## config.mk

```make
export PLATFORM = sky130hd
export DESIGN_NAME = conv_stream_driver
export DESIGN_NICKNAME = d
export VERILOG_FILES = /design/src/rtl/conv_pkg.sv /design/src/rtl/conv_result_buf.sv /design/src/rtl/conv_stream_driver.sv
export SDC_FILE = /design/constraint.sdc
export NUM_CORES = 2
export LEC_CHECK = 0
export CAP_MARGIN = 0
export CELL_PAD_IN_SITES_DETAIL_PLACEMENT = 1
export CELL_PAD_IN_SITES_GLOBAL_PLACEMENT = 1
export CORE_MARGIN = 2
export CORE_UTILIZATION = 49
export CTS_CLUSTER_SIZE = 10
export DETAILED_ROUTE_END_ITERATION = 10
export GPL_TIMING_DRIVEN = 0
export PLACE_DENSITY_LB_ADDON = 0.1
export SLEW_MARGIN = 20
export SYNTH_ARGS = -nofsm -noshare
export SYNTH_HDL_FRONTEND = slang
export SYNTH_SLANG_ARGS = --single-unit
export TNS_END_PERCENT = 100
```

## constraint.sdc

```tcl
create_clock -name clk -period 2.1 [get_ports clk]
set_input_delay 0.525 -clock clk [delete_from_list [all_inputs] [get_ports clk]]
set_output_delay 0.525 -clock clk [all_outputs]
set_load 0.01 [all_outputs]
```

## src/rtl/conv_pkg.sv

```systemverilog
// ============================================================================
// Module : conv_pkg
// Brief  : Shared geometry, widths and FSM encoding for the conv stream driver
// Rev    : 1.0  initial release
// ============================================================================
`default_nettype none
`timescale 1ns/1ps

package conv_pkg;

  localparam int IFM_DIM = 7;
  localparam int K_DIM   = 3;
  localparam int DATA_W  = 16;
  localparam int OUT_W   = 36;

  localparam int N_IFM   = IFM_DIM * IFM_DIM;
  localparam int N_W     = K_DIM * K_DIM;
  localparam int OFM_DIM = IFM_DIM - K_DIM + 1;
  localparam int N_OFM   = OFM_DIM * OFM_DIM;

  localparam int ADDR_W  = 6;
  localparam int RES_W   = 5;

  // Sized limits so index comparisons stay width-matched
  localparam logic [ADDR_W-1:0] IFM_LIMIT = ADDR_W'(N_IFM);
  localparam logic [ADDR_W-1:0] IFM_LAST  = ADDR_W'(N_IFM - 1);
  localparam logic [ADDR_W-1:0] W_LIMIT   = ADDR_W'(N_W);
  localparam logic [RES_W-1:0]  OFM_LIMIT = RES_W'(N_OFM);
  localparam logic [RES_W-1:0]  OFM_LAST  = RES_W'(N_OFM - 1);

  typedef enum logic [1:0] {
    IDLE = 2'd0,
    SEND = 2'd1,
    WAIT = 2'd2,
    DONE = 2'd3
  } state_t;

endpackage

`default_nettype wire

```

## src/rtl/conv_result_buf.sv

```systemverilog
// ============================================================================
// Module : conv_result_buf
// Brief  : OFM capture buffer, write-on-capture with fill count, registered read
// Rev    : 1.0  initial release
// ============================================================================
`default_nettype none
`timescale 1ns/1ps

module conv_result_buf
  import conv_pkg::*;
(
  input  logic             clk,
  input  logic             rst_n,
  input  logic             i_clr,
  input  logic             i_wr_en,
  input  logic [OUT_W-1:0] i_wr_data,
  input  logic [RES_W-1:0] i_rd_addr,
  output logic [RES_W-1:0] o_cnt,
  output logic             o_full,
  output logic [OUT_W-1:0] o_rd_data
);

  logic [OUT_W-1:0] r_mem [N_OFM];

  assign o_full = (o_cnt == OFM_LIMIT);

  always_ff @(posedge clk or negedge rst_n) begin
    if (!rst_n) begin
      o_cnt     <= '0;
      o_rd_data <= '0;
      for (int i = 0; i < N_OFM; i++) r_mem[i] <= '0;
    end else begin
      if (i_clr) begin
        o_cnt <= '0;
      end else if (i_wr_en && !o_full) begin
        r_mem[o_cnt] <= i_wr_data;
        o_cnt        <= o_cnt + RES_W'(1);
      end
      o_rd_data <= (i_rd_addr < OFM_LIMIT) ? r_mem[i_rd_addr] : '0;
    end
  end

endmodule

`default_nettype wire

```

## src/rtl/conv_stream_driver.sv

```systemverilog
// ============================================================================
// Module : conv_stream_driver
// Brief  : Streams preloaded IFM/weights to the conv engine and collects OFM
// Rev    : 1.0  initial release
// ============================================================================
`default_nettype none
`timescale 1ns/1ps

module conv_stream_driver
  import conv_pkg::*;
#(
  parameter int TIMEOUT_CYC = 64
) (
  input  logic              clk,
  input  logic              rst_n,
  input  logic              cfg_we,
  input  logic              cfg_sel,
  input  logic [ADDR_W-1:0] cfg_addr,
  input  logic [DATA_W-1:0] cfg_wdata,
  input  logic              start,
  output logic              busy,
  output logic              done,
  output logic              err_timeout,
  output logic [RES_W-1:0]  res_cnt,
  input  logic [RES_W-1:0]  res_addr,
  output logic [OUT_W-1:0]  res_rdata,
  output logic              in_valid,
  output logic              weight_valid,
  output logic [DATA_W-1:0] In_IFM_1,
  output logic [DATA_W-1:0] In_Weight_1,
  input  logic              out_valid,
  input  logic [OUT_W-1:0]  Out_OFM
);

  localparam int                IDLE_W     = $clog2(TIMEOUT_CYC + 1);
  localparam logic [IDLE_W-1:0] IDLE_LIMIT = IDLE_W'(TIMEOUT_CYC);

  state_t              r_state;
  state_t              w_next;
  logic [ADDR_W-1:0]   r_idx;
  logic [IDLE_W-1:0]   r_idle;
  logic [DATA_W-1:0]   r_ifm [N_IFM];
  logic [DATA_W-1:0]   r_w   [N_W];
  logic                w_start_acc;
  logic                w_timeout;
  logic                w_cap;
  logic                w_full;
  logic                w_send;
  logic                w_w_issue;

  assign w_send    = (r_state == SEND);
  assign w_w_issue = w_send && (r_idx < W_LIMIT);
  assign w_cap     = (r_state == WAIT) && out_valid && !w_full;

  always_comb begin
    w_next      = r_state;
    w_start_acc = 1'b0;
    w_timeout   = 1'b0;
    unique case (r_state)
      IDLE: begin
        if (start) begin
          w_next      = SEND;
          w_start_acc = 1'b1;
        end
      end
      SEND: begin
        if (r_idx == IFM_LAST) w_next = WAIT;
      end
      WAIT: begin
        // A final capture wins over a coincident timeout
        if (w_cap && (res_cnt == OFM_LAST)) begin
          w_next = DONE;
        end else if (r_idle == IDLE_LIMIT) begin
          w_next    = DONE;
          w_timeout = 1'b1;
        end
      end
      DONE:    w_next = IDLE;
      default: w_next = IDLE;
    endcase
  end

  always_ff @(posedge clk or negedge rst_n) begin
    if (!rst_n) begin
      r_state <= IDLE;
      r_idx   <= '0;
      r_idle  <= '0;
    end else begin
      r_state <= w_next;
      if (w_start_acc) begin
        r_idx <= '0;
      end else if (w_send) begin
        r_idx <= r_idx + ADDR_W'(1);
      end
      if ((r_state != WAIT) || out_valid) begin
        r_idle <= '0;
      end else if (r_idle != IDLE_LIMIT) begin
        r_idle <= r_idle + IDLE_W'(1);
      end
    end
  end

  // busy/done follow the next state so they line up exactly with the FSM
  always_ff @(posedge clk or negedge rst_n) begin
    if (!rst_n) begin
      busy         <= 1'b0;
      done         <= 1'b0;
      err_timeout  <= 1'b0;
      in_valid     <= 1'b0;
      weight_valid <= 1'b0;
      In_IFM_1     <= '0;
      In_Weight_1  <= '0;
    end else begin
      busy         <= (w_next == SEND) || (w_next == WAIT);
      done         <= (w_next == DONE);
      if (w_start_acc) begin
        err_timeout <= 1'b0;
      end else if (w_timeout) begin
        err_timeout <= 1'b1;
      end
      in_valid     <= w_send;
      weight_valid <= w_w_issue;
      In_IFM_1     <= w_send    ? r_ifm[r_idx]     : '0;
      In_Weight_1  <= w_w_issue ? r_w[r_idx[3:0]]  : '0;
    end
  end

  always_ff @(posedge clk or negedge rst_n) begin
    if (!rst_n) begin
      for (int i = 0; i < N_IFM; i++) r_ifm[i] <= '0;
      for (int i = 0; i < N_W; i++)   r_w[i]   <= '0;
    end else if (cfg_we && !busy) begin
      if (!cfg_sel && (cfg_addr < IFM_LIMIT)) r_ifm[cfg_addr]    <= cfg_wdata;
      if (cfg_sel && (cfg_addr < W_LIMIT))    r_w[cfg_addr[3:0]] <= cfg_wdata;
    end
  end

  conv_result_buf u_res (
    .clk       (clk),
    .rst_n     (rst_n),
    .i_clr     (w_start_acc),
    .i_wr_en   (w_cap),
    .i_wr_data (Out_OFM),
    .i_rd_addr (res_addr),
    .o_cnt     (res_cnt),
    .o_full    (w_full),
    .o_rd_data (res_rdata)
  );

endmodule

`default_nettype wire

```

==> Yosys cells after proc, flatten, opt, wreduce, memory -nomap -nowiden <==
Cells that the tools add are included.
{ "classes": {"addsub": 3, "n_lt_le_gt_ge": 13, "eq_ne": 12, "muxes": 39, "bitwise_logic": 7, "reduce_logical": 24} }
{ "ops": {"columns": ["operator", "n"], "rows": [
  ["$bwmux W900", 1],
  ["$bwmux W784", 1],
  ["$bmux W36 S5", 1],
  ["$demux W36 S5", 1],
  ["$bwmux W144", 1],
  ["$mux W36", 4],
  ["$mux W16", 8],
  ["$bmux W16 S6", 1],
  ["$demux W16 S6", 1],
  ["$bmux W16 S4", 1],
  ["$demux W16 S4", 1],
  ["$ge A7 B7 Y1 const B", 2],
  ["$mux W7", 2],
  ["$not A6 Y7", 2],
  ["$ge A6 B6 Y1 const B", 2],
  ["$lt A6 B4 Y1 const B", 2],
  ["$mux W6", 2],
  ["$not A5 Y6", 2],
  ["$logic_and A1 B1 Y1", 11],
  ["$eq A5 B5 Y1 const B", 2],
  ["$ge A5 B5 Y1 const B", 2],
  ["$mux W5", 2],
  ["$not A4 Y5", 2],
  ["$eq A2 B2 Y1 const B", 4],
  ["other kinds (22)", 40]
]} }
{ "word_totals": {"register_bits": 1921, "in_bits": 69, "out_inout_bits": 78, "wordCells": 193} }

==> Depth between registers and ports, before layout <==
{ "logic_depth": {"ltp_word": 8, "depth_mapped": 11, "ltp_nobuf": 8} }

==> Modules after synthesis <==
A second synthesis with hierarchy kept.
{ "hier_totals": {"hier_cells": 5501, "hier_area_um2": 85886.1} }
{ "by_module_without_submodules": {"columns": ["module", "n_inst", "cells_per_inst", "area_per_inst_um2", "seq_area_each_um2"], "rows": [
  ["conv_stream_driver", 1, 2881, 43933.4, 24523.5],
  ["conv_result_buf", 1, 2620, 41952.7, 23547.6]
]} }

==> Worst setup path after synthesis <==
OpenSTA, ideal clock, no wires.
{ "synth_timing": {"kind": "reg2reg", "startpoint": "register u_res.o_cnt[2]", "endpoint": "register busy", "setup_time_ps": 126, "arrival_ps": 2183, "required_ps": 1974, "path_slack_ps": -209, "stages_incl_launch_ff": 11, "path_buffers": 4, "synth_period_minus_slack_ps": 2309, "path_cell_list": "dfrtp_1 > buf_2 > nand3b_1 > o211a_1 > buf_4 > nand2_4 > nor2_1 > buf_2 > buf_6 > a211o_1 > ha_1"} }
{ "synth_between": {"elab_chain_cells": 8, "elab_cells_between_ends": 10, "classes_between": "eq/ne (4); mux (2); reduce/logical (4)"} }
{ "synth_lines": {"columns": ["item", "line_no", "text"], "rows": [
  ["start: declaration", "conv_result_buf.sv:18", "output logic [RES_W-1:0] o_cnt,"],
  ["start signal: assignment", "conv_result_buf.sv:37", "o_cnt <= o_cnt + RES_W'(1);"],
  ["$eq A5 B5 Y1", "conv_result_buf.sv:25", "assign o_full = (o_cnt == OFM_LIMIT);"],
  ["$logic_not A1 Y1", "conv_stream_driver.sv:53", "assign w_cap = (r_state == WAIT) && out_valid && !w_full;"],
  ["$logic_and A1 B1 Y1", "conv_stream_driver.sv:53", null],
  ["$logic_and A1 B1 Y1 (*)", "conv_stream_driver.sv:71", "if (w_cap && (res_cnt == OFM_LAST)) begin"],
  ["$mux W2 (*)", "conv_stream_driver.sv:71", null],
  ["$pmux W2 S4 (*)", "conv_stream_driver.sv:59", "unique case (r_state)"],
  ["net w_next[0]", "conv_stream_driver.sv:39", "state_t w_next;"],
  ["$eq A2 B1 Y1 or $eq A2 B2 Y1 (tied branches)", "conv_stream_driver.sv:114", "busy <= (w_next == SEND) || (w_next == WAIT);"],
  ["$logic_or A1 B1 Y1 (*)", "conv_stream_driver.sv:114", null],
  ["end signal: assignment", "conv_stream_driver.sv:114", null],
  ["end: declaration", "conv_stream_driver.sv:21", "output logic busy,"]
]} }
The timed path passes the listed nets; every way through them passes the cells marked *.
A chain may end at the register's enable or synchronous reset.

==> Worst setup path in the final report <==
{ "layout_timing": {"startpoint": "register r_idx[2]", "endpoint": "register In_IFM_1[6]"} }
{ "layout_between": {"elab_chain_cells": 5} }
{ "layout_lines": {"columns": ["item", "line_no", "text"], "rows": [
  ["start: declaration", "conv_stream_driver.sv:40", "logic [ADDR_W-1:0] r_idx;"],
  ["start signal: assignment", "conv_stream_driver.sv:93", "r_idx <= r_idx + ADDR_W'(1);"],
  ["$not A6 Y7 (not written as such)", "conv_stream_driver.sv:123", "In_IFM_1 <= w_send ? r_ifm[r_idx] : '0;"],
  ["$bmux W16 S6", "conv_stream_driver.sv:123", null],
  ["$mux W16 (not written as such) (2 in series)", "conv_stream_driver.sv:123", null],
  ["$mux W16", "conv_stream_driver.sv:123", null],
  ["end signal: assignment", "conv_stream_driver.sv:123", null],
  ["end: declaration", "conv_stream_driver.sv:29", "output logic [DATA_W-1:0] In_IFM_1,"]
]} }
No other way between the ends. The select of a mux whose other input is x is not followed.

==> results_dict.tcl <==
set metrics [dict create \
    synth_area_mm2 0.0863 \
    cts_hold_buf 2 \
    drv_slew 0 \
    portBuffers 124 \
    slew_headroom_pct 31.3 \
    ir_worst_vdd_mv 0.944 \
    grt_setup_unrepaired "yes" \
    power_mw 73.9 \
    preCtsSetupSlack_ns -2.54 \
    dpl.hpwl_um 189000 \
    skew_ns 0.0242 \
    ys_seq_area_share_pct 55.7 \
    slowest_stage "buf_2" \
    cts_tree "built" \
    fin_crit_sh_pct 125 \
    grt_pass1_wl_um 426000 \
    setup.worst_path.start_class "flop" \
    nets 6168 \
    period_needed_ns 2.63 \
    dp_cells 7903 \
    grt_start_max_net_pins 150 \
    syn_area_per_cell_um2 15.9 \
    clk_latency_ns 0.85 \
    setup_viol 1242 \
    failed_checks "hold timing, setup timing" \
    clk_pin_slew_worst_paths_ns 0.06 \
    first_pass_iters 5 \
    drt_iter0_markers 3980 \
    worstMarginPinSlew_ns 1.02 \
    fmax_ghz 0.381 \
    io_pins 147 \
    path_buf_inv 2 \
    design_area_mm2 0.106 \
    drc_errors 0 \
    wl_per_cell_um 34.8 \
    dpl-instance-area_mm2 0.0915 \
    die_w_um 424 \
    crit_path_end_kind "flop" \
    final_cell_mix "dfrtp_1 (1917), mux2_2 (1212), mux2_4 (552)" \
    cp_max_fo 10 \
    synth_cells 5437 \
    power_density_mw_per_mm2 695 \
    postRouteAntennaNets 0 \
    grt-ovfl-total 0 \
    synth.largest_area_cell "dfrtp_1" \
    p_leak_nw 52.3 \
    max_stage_delay_ns 0.58 \
    floorplan.initialDensity_pct 49.5 \
    clock_sinks 1921 \
    die_h_um 424 \
    placementRows 153 \
    hold_class "in2async" \
    dieArea_mm2 0.179 \
    cts_buffer_depth 3 \
    cts-buffers-inserted 215 \
    area_delta_synth_final_pct 23.2 \
    worstPathCellList "buf_4 -> buf_2 -> mux4_2 -> o21bai_1 -> nand4_1" \
    fin_ws_ns -0.525 \
    fillers 15294 \
    status "finished with violations" \
    synth_edf_count 0 \
    worstPathArrival_ns 3.19 \
    fin_util_pct 61.0 \
    stdcell_count 8477 \
    ys_seq_elements 1921 \
    cpLargestDelayFamily "buffers and inverters" \
    cts-root-buf "clkbuf_16" \
    gp_congestion 0.863 \
    ys_async_sr_fraction_pct 100 \
    antenna_found_initial 12 \
    holdWs_ns -0.273 \
    syn_nets 5515 \
    synth.area.top_cells "dfrtp_1 (56%), mux2_2 (18%), mux4_2 (11%)" \
    path_class "reg2reg" \
    required_ns 2.66 \
    drive_above_1_share_pct 52.7 \
    yosys_warnings 0 \
    grt_pass1_vias 58902 \
    synth_top_area_share_pct 55.7 \
    yosysUniqueCellTypes 68 \
    drv_cap 0 \
    fin_setup_tns_ns -215.94 \
    wl_um 295000 \
    grt.total_usage_pct 32.9 \
    timing_hold_violations_final 416 \
    avgViaCountPerCell 6.19 \
    num_vias 52476 \
    core_mm2 0.174 \
    ys.flop_type "dfrtp_1" \
    htree_levels 4 \
    layout_commonest_cell "dfrtp_1" \
]
path summary, 6_finish.rpt:
check | cells after the start | end | start | slack (ns)
max | 5 | In_IFM_1[6]$_DFF_PN0_ | r_idx[2]$_DFFE_PN0P_ | -0.53
min | 2 | u_res.r_mem[317]$_DFFE_PN0P_ | rst_n | -0.27
max reg2reg | 5 | In_IFM_1[6]$_DFF_PN0_ | r_idx[2]$_DFFE_PN0P_ | -0.53
min reg2reg | 1 | u_res.r_mem[271]$_DFFE_PN0P_ | u_res.r_mem[271]$_DFFE_PN0P_ | 0.49
max in group asynchronous | 6 | u_res.r_mem[189]$_DFFE_PN0P_ | rst_n | 0.09
min in group clk | 2 | r_ifm[276]$_DFFE_PN0P_ | cfg_wdata[4] | 0.20
layer usage:
layer	wire length (µm)	GRT usage [%]	vias to the layer above
met5	10	0	-
met4	18700	17.2	2
met3	13300	4.44	676
met2	151000	57.5	1598
met1	112000	39.6	28786
li1	-	-	21414
flip-flops by register name (all words and copies together) (netlist names):
| name | flops |
|---|---|
| In_Weight_1 | 16 |
| weight_valid | 1 |
| r_idx | 6 |
| r_state | 2 |
| done | 1 |
| err_timeout | 1 |
| busy | 1 |
| In_IFM_1 | 16 |
| r_w | 144 |
| in_valid | 1 |
| u_res.o_rd_data | 36 |
| r_idle | 7 |
| r_ifm | 784 |
| u_res.o_cnt | 5 |
| u_res.r_mem | 900 |
cell usage after synthesis, types with 15 or more instances:
library cell,count
mux2i_1,100
a21oi_1,62
a211o_1,16
mux2_1,342
clkbuf_1,313
mux2_4,110
nor2_1,40
buf_4,28
buf_2,95
buf_6,39
nand2_1,154
o21ai_0,15
a211oi_1,23
o22ai_1,15
o221ai_1,25
nand4_1,19
dfrtp_1,1921
a221o_1,21
mux2_2,1399
a22oi_1,64
mux4_2,416
buf_1,21
nand3_1,15
logic make-up (layout without fill, tap and decap cells):
family	Yosys count	count (layout)	synth area share (%)
mux	2367	2367	36.7
flops	1921	1921	55.7
buf+inv	511	1216	2.85
simple gates	344	349	2.21
compound gates	278	278	2.34
fa+ha+maj	9	9	0.131
xor+xnor	7	7	0.0711
other cells	0	5	0
area by class of cell:
cell class	instances	area (µm²)	area share, %
Timing Repair Buffer	462	6560	6.17
Inverter	13	55.1	0.0518
Antenna cell	5	12.5	0.0118
Multi-Input combinational cell	3010	38300	36.1
Buffer	467	4490	4.23
Sequential cell	1921	48100	45.2
Clock inverter	10	116	0.109
Tap cell	2325	2910	2.74
Clock buffer	264	5740	5.40
repair_timing:
| action | in CTS | in global routing |
|---|---|---|
| gates cloned | 67 | 10 |
| buffers inserted | 226 | 44 |
| endpoints found under the hold margin | 86 | 416 |
| pin swaps | 57 | 36 |
| setup endpoints to repair | 2321 | 1645 |
| gates resized for setup | 1104 | 256 |
power breakdown:
part	internal (mW)	switching [mW]	total (mW)
clock	18.8	15.0	33.8
combinational	0.693	2.25	2.94
sequential	37.1	0.0231	37.1
total	56.6	17.3	73.9
Note: power is estimated with default switching activity, not from simulation.
